==> config.mk <==
export PLATFORM = sky130hd
export DESIGN_NAME = vga_tile_scan
export DESIGN_NICKNAME = d
export VERILOG_FILES = /design/src/rtl/vga_tile_scan.sv
export SDC_FILE = /design/constraint.sdc
export NUM_CORES = 1
export LEC_CHECK = 0
export CAP_MARGIN = 20
export CORE_ASPECT_RATIO = 1.25
export CORE_MARGIN = 5
export CORE_UTILIZATION = 58
export CTS_CLUSTER_DIAMETER = 100
export DETAILED_ROUTE_END_ITERATION = 6
export GPL_ROUTABILITY_DRIVEN = 0
export HOLD_SLACK_MARGIN = 0.1
export PLACE_DENSITY = 0.92
export SYNTH_ARGS = -nofsm -noshare
export SYNTH_HDL_FRONTEND = slang
export SYNTH_SLANG_ARGS = --single-unit
==> constraint.sdc <==
create_clock -name i_clk -period 3 [get_ports i_clk]
set_input_delay 0.45 -clock i_clk [delete_from_list [all_inputs] [get_ports i_clk]]
set_output_delay 0.45 -clock i_clk [all_outputs]
set_load 0.01 [all_outputs]
==> src/rtl/vga_tile_scan.sv <==
// ============================================================================
// Module   : vga_tile_scan
// Purpose  : 640x480@60 raster timing with tile-coordinate outputs and
//            sync/active delayed to match downstream renderer latency.
// Revision : 1.0 - initial release
// ============================================================================
`default_nettype none
`timescale 1ns/1ps

module vga_tile_scan #(
  parameter int H_ACTIVE     = 640,
  parameter int H_FP         = 16,
  parameter int H_SYNC       = 96,
  parameter int H_BP         = 48,
  parameter int V_ACTIVE     = 480,
  parameter int V_FP         = 10,
  parameter int V_SYNC       = 2,
  parameter int V_BP         = 33,
  parameter int TILE_SHIFT   = 4,
  parameter int DRAW_LATENCY = 1
) (
  input  logic       i_clk,
  input  logic       i_rst_n,
  output logic [5:0] o_col,
  output logic [5:0] o_row,
  output logic       o_frame_start,
  output logic       o_active,
  output logic       o_hsync,
  output logic       o_vsync
);

  localparam logic [9:0] c_h_active   = 10'(H_ACTIVE);
  localparam logic [9:0] c_h_last     = 10'(H_ACTIVE + H_FP + H_SYNC + H_BP - 1);
  localparam logic [9:0] c_hs_start   = 10'(H_ACTIVE + H_FP);
  localparam logic [9:0] c_hs_end     = 10'(H_ACTIVE + H_FP + H_SYNC);
  localparam logic [9:0] c_v_active   = 10'(V_ACTIVE);
  localparam logic [9:0] c_v_last     = 10'(V_ACTIVE + V_FP + V_SYNC + V_BP - 1);
  localparam logic [9:0] c_vs_start   = 10'(V_ACTIVE + V_FP);
  localparam logic [9:0] c_vs_end     = 10'(V_ACTIVE + V_FP + V_SYNC);
  localparam logic [5:0] c_off_screen = 6'h3F;

  logic [9:0] h_cnt_q, h_cnt_d;
  logic [9:0] v_cnt_q, v_cnt_d;
  logic [5:0] col_q, col_d;
  logic [5:0] row_q, row_d;
  logic       frame_start_q, frame_start_d;
  logic       active_q, active_d;
  logic       hsync_q, hsync_d;
  logic       vsync_q, vsync_d;
  logic       w_h_vis;
  logic       w_v_vis;

  always_comb begin
    h_cnt_d       = h_cnt_q + 10'd1;
    v_cnt_d       = v_cnt_q;
    w_h_vis       = (h_cnt_q < c_h_active);
    w_v_vis       = (v_cnt_q < c_v_active);
    col_d         = c_off_screen;
    row_d         = c_off_screen;
    active_d      = w_h_vis && w_v_vis;
    hsync_d       = !((h_cnt_q >= c_hs_start) && (h_cnt_q < c_hs_end));
    vsync_d       = !((v_cnt_q >= c_vs_start) && (v_cnt_q < c_vs_end));
    frame_start_d = (h_cnt_q == 10'd0) && (v_cnt_q == 10'd0);

    if (h_cnt_q == c_h_last) begin
      h_cnt_d = 10'd0;
      v_cnt_d = (v_cnt_q == c_v_last) ? 10'd0 : v_cnt_q + 10'd1;
    end

    // Blanking on either axis parks both coordinates off the playfield.
    if (w_h_vis && w_v_vis) begin
      col_d = 6'(h_cnt_q >> TILE_SHIFT);
      row_d = 6'(v_cnt_q >> TILE_SHIFT);
    end
  end

  always_ff @(posedge i_clk or negedge i_rst_n) begin
    if (!i_rst_n) begin
      h_cnt_q       <= 10'd0;
      v_cnt_q       <= 10'd0;
      col_q         <= 6'd0;
      row_q         <= 6'd0;
      frame_start_q <= 1'b0;
      active_q      <= 1'b0;
      hsync_q       <= 1'b1;
      vsync_q       <= 1'b1;
    end else begin
      h_cnt_q       <= h_cnt_d;
      v_cnt_q       <= v_cnt_d;
      col_q         <= col_d;
      row_q         <= row_d;
      frame_start_q <= frame_start_d;
      active_q      <= active_d;
      hsync_q       <= hsync_d;
      vsync_q       <= vsync_d;
    end
  end

  assign o_col         = col_q;
  assign o_row         = row_q;
  assign o_frame_start = frame_start_q;

  generate
    if (DRAW_LATENCY == 0) begin : g_direct
      assign o_active = active_q;
      assign o_hsync  = hsync_q;
      assign o_vsync  = vsync_q;
    end else begin : g_delay
      logic [DRAW_LATENCY-1:0] act_dly_q;
      logic [DRAW_LATENCY-1:0] hs_dly_q;
      logic [DRAW_LATENCY-1:0] vs_dly_q;

      always_ff @(posedge i_clk or negedge i_rst_n) begin
        if (!i_rst_n) begin
          act_dly_q <= '0;
          hs_dly_q  <= '1;
          vs_dly_q  <= '1;
        end else begin
          act_dly_q[0] <= active_q;
          hs_dly_q[0]  <= hsync_q;
          vs_dly_q[0]  <= vsync_q;
          for (int i = 1; i < DRAW_LATENCY; i++) begin
            act_dly_q[i] <= act_dly_q[i-1];
            hs_dly_q[i]  <= hs_dly_q[i-1];
            vs_dly_q[i]  <= vs_dly_q[i-1];
          end
        end
      end

      assign o_active = act_dly_q[DRAW_LATENCY-1];
      assign o_hsync  = hs_dly_q[DRAW_LATENCY-1];
      assign o_vsync  = vs_dly_q[DRAW_LATENCY-1];
    end
  endgenerate

endmodule

`default_nettype wire
==> results of run 1 <==
-- worst min path at each step --
stage | start | to | depth (start not counted)
after CTS | vsync_q$_DFF_PN1_ | o_vsync$_DFF_PN1_ | 0
after floorplan | i_rst_n | active_q$_DFF_PN0_ | 0
after global routing | hsync_q$_DFF_PN1_ | o_hsync$_DFF_PN1_ | 0
after global placement | active_q$_DFF_PN0_ | o_active$_DFF_PN0_ | 0
after detailed placement | active_q$_DFF_PN0_ | o_active$_DFF_PN0_ | 0
final | hsync_q$_DFF_PN1_ | o_hsync$_DFF_PN1_ | 0
-- cell usage in the layout, fill, tap and decap left out, types with 2 or more instances in the layout --
cell              n
dfstp_2           4
clkdlybuf4s50_1  17
or2b_1            3
o21ai_0           5
nand4_1           5
nand3_1          12
nor4_1            4
xnor2_1           6
nand2_1           8
nor3_2            2
a21o_1            2
nor2b_1           3
o22ai_1           2
bufinv_16         2
and4_1            3
inv_1             8
nand2b_1          8
dfrtp_1          35
ha_1              4
nor3_1            4
a21oi_1           3
nor2_1            5
and3_1            4
xor2_1            5
clkbuf_4          5
-- cell type report --
class | instances | area, um^2 | area share (%)
Clock inverter | 2 | 60.1 | 3.00
Timing Repair Buffer | 18 | 178 | 8.89
Clock buffer | 6 | 41.3 | 2.07
Inverter | 8 | 30.0 | 1.50
Sequential cell | 39 | 981 | 49.1
Tap cell | 36 | 45.0 | 2.25
Multi-Input combinational cell | 96 | 664 | 33.2
-- cells by family after synthesis --
family,Yosys count,synth area share [%]
simple gates,69,26.5
flops,39,57.8
buf+inv,13,3.02
compound gates,12,3.98
xor+xnor,11,5.68
fa+ha+maj,4,2.95
-- layer usage --
metal  global-route usage (%)  vias to the layer above  routed length (um)
met3                     4.99                        7                 197
met4                     5.41                        0                  54
met2                     26.7                       39                1520
met1                     18.2                      558                1150
met5                        0                        -                   0
li1                         -                      553                   -
-- power by group through the flow --
stage / Combinational [W] / Sequential, W / Clock, W
after floorplan: 0.000000000293 / 0.000536 / 0
after global placement: 0.0000117 / 0.000536 / 0
after detailed placement: 0.0000119 / 0.000536 / 0
after CTS: 0.0000122 / 0.000526 / 0.000433
after global routing: 0.0000139 / 0.000526 / 0.000455
final: 0.0000114 / 0.000526 / 0.000422
-- worst max-delay path, cell delays in order (launching register included) --
cell	delay, ns
dfrtp_1	0.48
or2_2	0.34
a21oi_1	0.30
nor2b_1	0.48
nand2b_1	0.12
-- per-stage QoR --
stage / total power [W] / util [%]
5_1_grt: 0.000995 / 69.2
3_5_place_dp: 0.000548 / 65.7
6_report: 0.000959 / 69.2
2_1_floorplan: 0.000536 / -
4_1_cts: 0.000971 / 69.2
3_3_place_gp: 0.000547 / 65.7
-- sequential cells by signal, indices dropped and copies added (netlist names) --
signal	flops
o_col	6
active_q	1
v_cnt_q	10
h_cnt_q	10
hsync_q	1
vsync_q	1
o_frame_start	1
o_vsync	1
o_row	6
o_hsync	1
o_active	1
==> out/results.ini, run 1 <==
[run_status]
status=finished clean

[clock_network]
cts_sinks=39
clockBufferDepth=2
numCtsBuffers=5
cts_tree=yes
clk_pin_slew_worst_paths_ns=0.11
clkLatencyLatePin_ns=0.35
h-tree-depth=2
cts_hold_buf=0
cts_resized=0
post_cts_buffers=0
root_buffer=clkbuf_4

[floorplanning]
row_count=22
io_pins=18
die_area_mm2=0.00411
die_h_um=70.5
coreArea_mm2=0.00289
dieWidth_um=58.4
start_util_pct=58.7

[critical_path]
crit_required_ns=3.22
crit_type=reg -> reg
end_kind=flop
worstPathMaxFanout=8
cp-endpoint=o_col[2]$_DFF_PN0_
r2r-start=h_cnt_q[8]$_DFF_PN0_
cp-start-kind=flop
r2r_slack_ns=1.15
r2r-end=o_col[2]$_DFF_PN0_
worstPathArrival_ns=2.06
cp-startpoint=h_cnt_q[8]$_DFF_PN0_
reg2reg_depth=4

[logic_synthesis]
synth_edf_count=0
synth_nets=154
ys_top_cells_by_area=dfrtp_1 (52%), dfstp_2 (6.2%), nand3_1 (3.5%)
ys.flop_type=dfrtp_1
yosysTopAreaCell=dfrtp_1
synth_most_common_cell=dfrtp_1
avgSynthCellArea_um2=11.5
yosysWarnings=0
synthCells=148
synth_common_cells=dfrtp_1 (35), nand3_1 (12), inv_1 (8), nand2_1 (8), nand2b_1 (8)
yosys_register_bits=39
syn_area_mm2=0.00170
synth_top_cell_area_share_pct=51.6
synth_cell_type_count=32
ys_seq_area_share_pct=57.8
synthArstFlopShare_pct=100

[power]
seqPwrFrac_pct=54.8
netSwitchingFraction_pct=17.9
clkPwrFrac_pct=44.0
internal_power_w=0.000788
comb_power_share_pct=1.2
powerDensity_mw_per_mm2=480
p_leak_nw=0.902
ir_worst_vdd_mv=0.488
power_switching_w=0.000171

[placed_design]
placed_area_mm2=0.00190
place_ws_ns=1.19
io_buffers=17
hpwl_um=2150
dp_cells=197

[timing]
rsz0062_at_grt=no
fin_setup_tns_ns=0
worst_slack_ns=1.15
holdWs_ns=0.362
worstMarginPinSlew_ns=0.502
slew_viol_final=0
fmax_ghz=0.541
finalHoldViolations=0
relSlewSlack_pct=66.5
fin_crit_ns=1.85
setup_viol=0
finalCritPeriodShare_pct=61.6
fin_skew_ns=0.00844

[grt]
grt_antenna_before_repair=0
grt_pass1_vias=1140
grt_max_degree=40
overflow=0
grt_pass1_wl_um=4990
grt_usage_pct=15.7

[finish]
area_delta_synth_final_pct=17.8
fill_cells=206
design_area_mm2=0.00200
layout-drive-gt1-share_pct=11.2
final_nets=174
n_antenna_cell=0
fin_cells=205

[route]
ant_nets=0
wl_per_cell_um=14.2
drcViolationCount=0
firstDrtPassIters=4
drt-total-wl_um=2920
drtIter0Drc=35
routed_via_density=5.64
via_count=1157

[min_path]
hold_path.class=reg -> reg

[run]
max_cap_viol_count=0

Note: power is estimated with default switching activity, not from simulation.
==> inputs of run 2 (changes only) <==
--- a/config.mk
+++ b/config.mk
@@ -8,12 +8,12 @@
 export CAP_MARGIN = 20
 export CORE_ASPECT_RATIO = 1.25
 export CORE_MARGIN = 5
-export CORE_UTILIZATION = 58
+export CORE_UTILIZATION = 55
 export CTS_CLUSTER_DIAMETER = 100
 export DETAILED_ROUTE_END_ITERATION = 6
 export GPL_ROUTABILITY_DRIVEN = 0
 export HOLD_SLACK_MARGIN = 0.1
-export PLACE_DENSITY = 0.92
+export PLACE_DENSITY = 0.89
 export SYNTH_ARGS = -nofsm -noshare
 export SYNTH_HDL_FRONTEND = slang
 export SYNTH_SLANG_ARGS = --single-unit
==> constraint.sdc (replaced) <==
create_clock -name i_clk -period 1.8 [get_ports i_clk]
set_input_delay 0.27 -clock i_clk [delete_from_list [all_inputs] [get_ports i_clk]]
set_output_delay 0.27 -clock i_clk [all_outputs]
set_load 0.01 [all_outputs]
==> out/results.ini, run 2 (synthesis gave the netlist of run 1 again) <==
[timing]
fin_crit_ns=1.67
worstMarginPinSlew_ns=0.470  ; -0.0318 ns
fmax_ghz=0.601
fin_setup_tns_ns=0  ; unchanged
relSlewSlack_pct=68.6  ; +2.2 points
rsz0062_at_grt=no
finalCritPeriodShare_pct=92.5
fin_skew_ns=0.0119  ; +0.00341 ns
setup_viol=0  ; unchanged
slew_viol_final=0  ; unchanged
finalHoldViolations=0  ; unchanged

[finish]
mostFrequentLayoutCell=dfrtp_1
fill_cells=209  ; +1.5%
final_cell_mix=dfrtp_1 (35), clkdlybuf4s50_1 (17), nand3_1 (12)
fin_util_pct=68.6  ; -0.57 points
final_nets=178  ; +2.3%
area_delta_synth_final_pct=19.1
layout-drive-gt1-share_pct=14.5  ; +3.2 points
n_antenna_cell=0  ; unchanged
reg_top3=h_cnt_q (10), v_cnt_q (10)

[grt]
grt_antenna_before_repair=0  ; unchanged
overflow=0  ; unchanged
grt_pass1_vias=1116  ; -2.1%
grt_max_degree=40  ; unchanged
grt_pass1_wl_um=5290  ; +6.0%
grt_usage_pct=16.6  ; +0.93 points

[run_status]
status=finished clean

[clock_network]
cts_sinks=39  ; unchanged
numCtsBuffers=5  ; unchanged
clkLatencyLatePin_ns=0.35  ; about the same
cts_hold_buf=0  ; unchanged
cts_tree=yes
root_buffer=clkbuf_4
clockBufferDepth=2  ; unchanged
h-tree-depth=2  ; unchanged
clk_pin_slew_worst_paths_ns=0.12  ; about the same

[critical_path]
path_delay_family=flip-flops
worstPathMaxFanout=1  ; -7
crit_chain=clkdlybuf4s50_1
end_kind=output pin
cp-start-kind=flop
slowest_delay_ns=0.53  ; +0.05 ns
path_buf_inv=1  ; +1
worstPathArrival_ns=1.40  ; -0.66 ns
crit_type=reg -> out
crit_required_ns=1.53  ; -1.69 ns
slowest_stage=dfstp_2

[power]
seqPwrFrac_pct=58.4  ; +3.6 points
netSwitchingFraction_pct=19.5  ; +1.7 points
ir_worst_vdd_mv=0.665  ; +36%
internal_power_w=0.00121  ; +53%
powerDensity_mw_per_mm2=743  ; +55%
comb_power_share_pct=1.3  ; about the same
clkPwrFrac_pct=40.3  ; -3.7 points
power_switching_w=0.000293  ; +71%
p_leak_nw=0.917  ; +1.7%

[floorplanning]
row_count=22  ; unchanged
die_h_um=72.1  ; +2.3%
dieWidth_um=59.7  ; +2.2%
start_util_pct=57.6  ; -1.1 points
die_area_mm2=0.00430  ; +4.6%
io_pins=18  ; unchanged
coreArea_mm2=0.00295  ; +1.9%

[route]
wl_met3_um=198  ; +0.51%
drt-total-wl_um=3030  ; +3.8%
wl_met1_um=1220  ; +6.0%
routed_via_density=5.59  ; -0.90%
drcViolationCount=0  ; unchanged
met2_length_um=1540  ; +1.8%
via_count=1169  ; +1.0%
ant_nets=0  ; unchanged
drtIter0Drc=74  ; +110%
wl_per_cell_um=14.5  ; +1.8%
firstDrtPassIters=4  ; unchanged
top_layer=met4

[min_path]
hold_path.class=in -> async

[placed_design]
hpwl_um=2180  ; +1.6%
io_buffers=17  ; unchanged

[run]
max_cap_viol_count=0  ; unchanged

-- run 2: power groups by stage --
| stage | registers [W] | clock network [W] | logic (W) |
|---|---|---|---|
| after global routing | 0.000877 | 0.000667 | 0.0000237 |
| after global placement | 0.000893 | 0 | 0.0000196 |
| final | 0.000876 | 0.000605 | 0.0000192 |
| after CTS | 0.000876 | 0.000629 | 0.0000207 |
| after floorplan | 0.000893 | 0 | 0.000000000293 |
| after detailed placement | 0.000893 | 0 | 0.0000205 |
-- run 2: worst register-to-register path, delay by kind of cell (launching register included) --
| kind | cells | cell delay (ns) |
|---|---|---|
| AOI/OAI and AO/OA | 2 | 0.39 |
| and+or+nand+nor | 2 | 0.69 |
| DFF | 1 | 0.46 |
-- run 2: layer usage --
metal  GRT usage (%)  vias up
li1                -      562
met1            18.9      566
met2            26.3       35
met3            5.87        6
met4            10.1        0
met5               0        -
-- run 2: cell type report --
| class | count | area [um^2] | area share, % |
|---|---|---|---|
| Inverter | 8 | 30.0 | 1.49 |
| Multi-Input combinational cell | 96 | 671 | 33.2 |
| Clock buffer | 6 | 51.3 | 2.54 |
| Tap cell | 36 | 45.0 | 2.23 |
| Sequential cell | 39 | 981 | 48.5 |
| Timing Repair Buffer | 22 | 208 | 10.3 |
| Clock inverter | 2 | 35.0 | 1.73 |
-- run 2: stage by stage --
stage	instances	total power [W]	hold slack (ns)	cell area, um^2	setup slack, ns
final	209	0.00150	0.341	2020	0.135
after global routing	209	0.00157	0.369	2020	0.0438
after CTS	209	0.00153	0.337	2010	0.103
after detailed placement	201	0.000913	0.349	1930	0.111
after global placement	201	0.000912	0.334	1930	0.238
after floorplan	148	0.000893	-0.0256	1700	0.311
-- run 2: worst paths after layout --
kind,slack (ns),start,end,cells after the start
min in group i_clk,0.36,vsync_q$_DFF_PN1_,o_vsync$_DFF_PN1_,0
worst max register to register,0.17,v_cnt_q[6]$_DFFE_PN0N_,v_cnt_q[3]$_DFFE_PN0N_,4
worst min-delay path,0.34,i_rst_n,h_cnt_q[4]$_DFF_PN0_,2
worst max-delay path,0.13,o_vsync$_DFF_PN1_,o_vsync,1
max in group asynchronous,1.10,i_rst_n,o_hsync$_DFF_PN1_,2
worst min register to register,0.36,vsync_q$_DFF_PN1_,o_vsync$_DFF_PN1_,0
-- run 2: what timing repair did --
item	in CTS	in global routing
gates resized for setup	0	1
buffers inserted	0	0
setup endpoints to repair	0	2
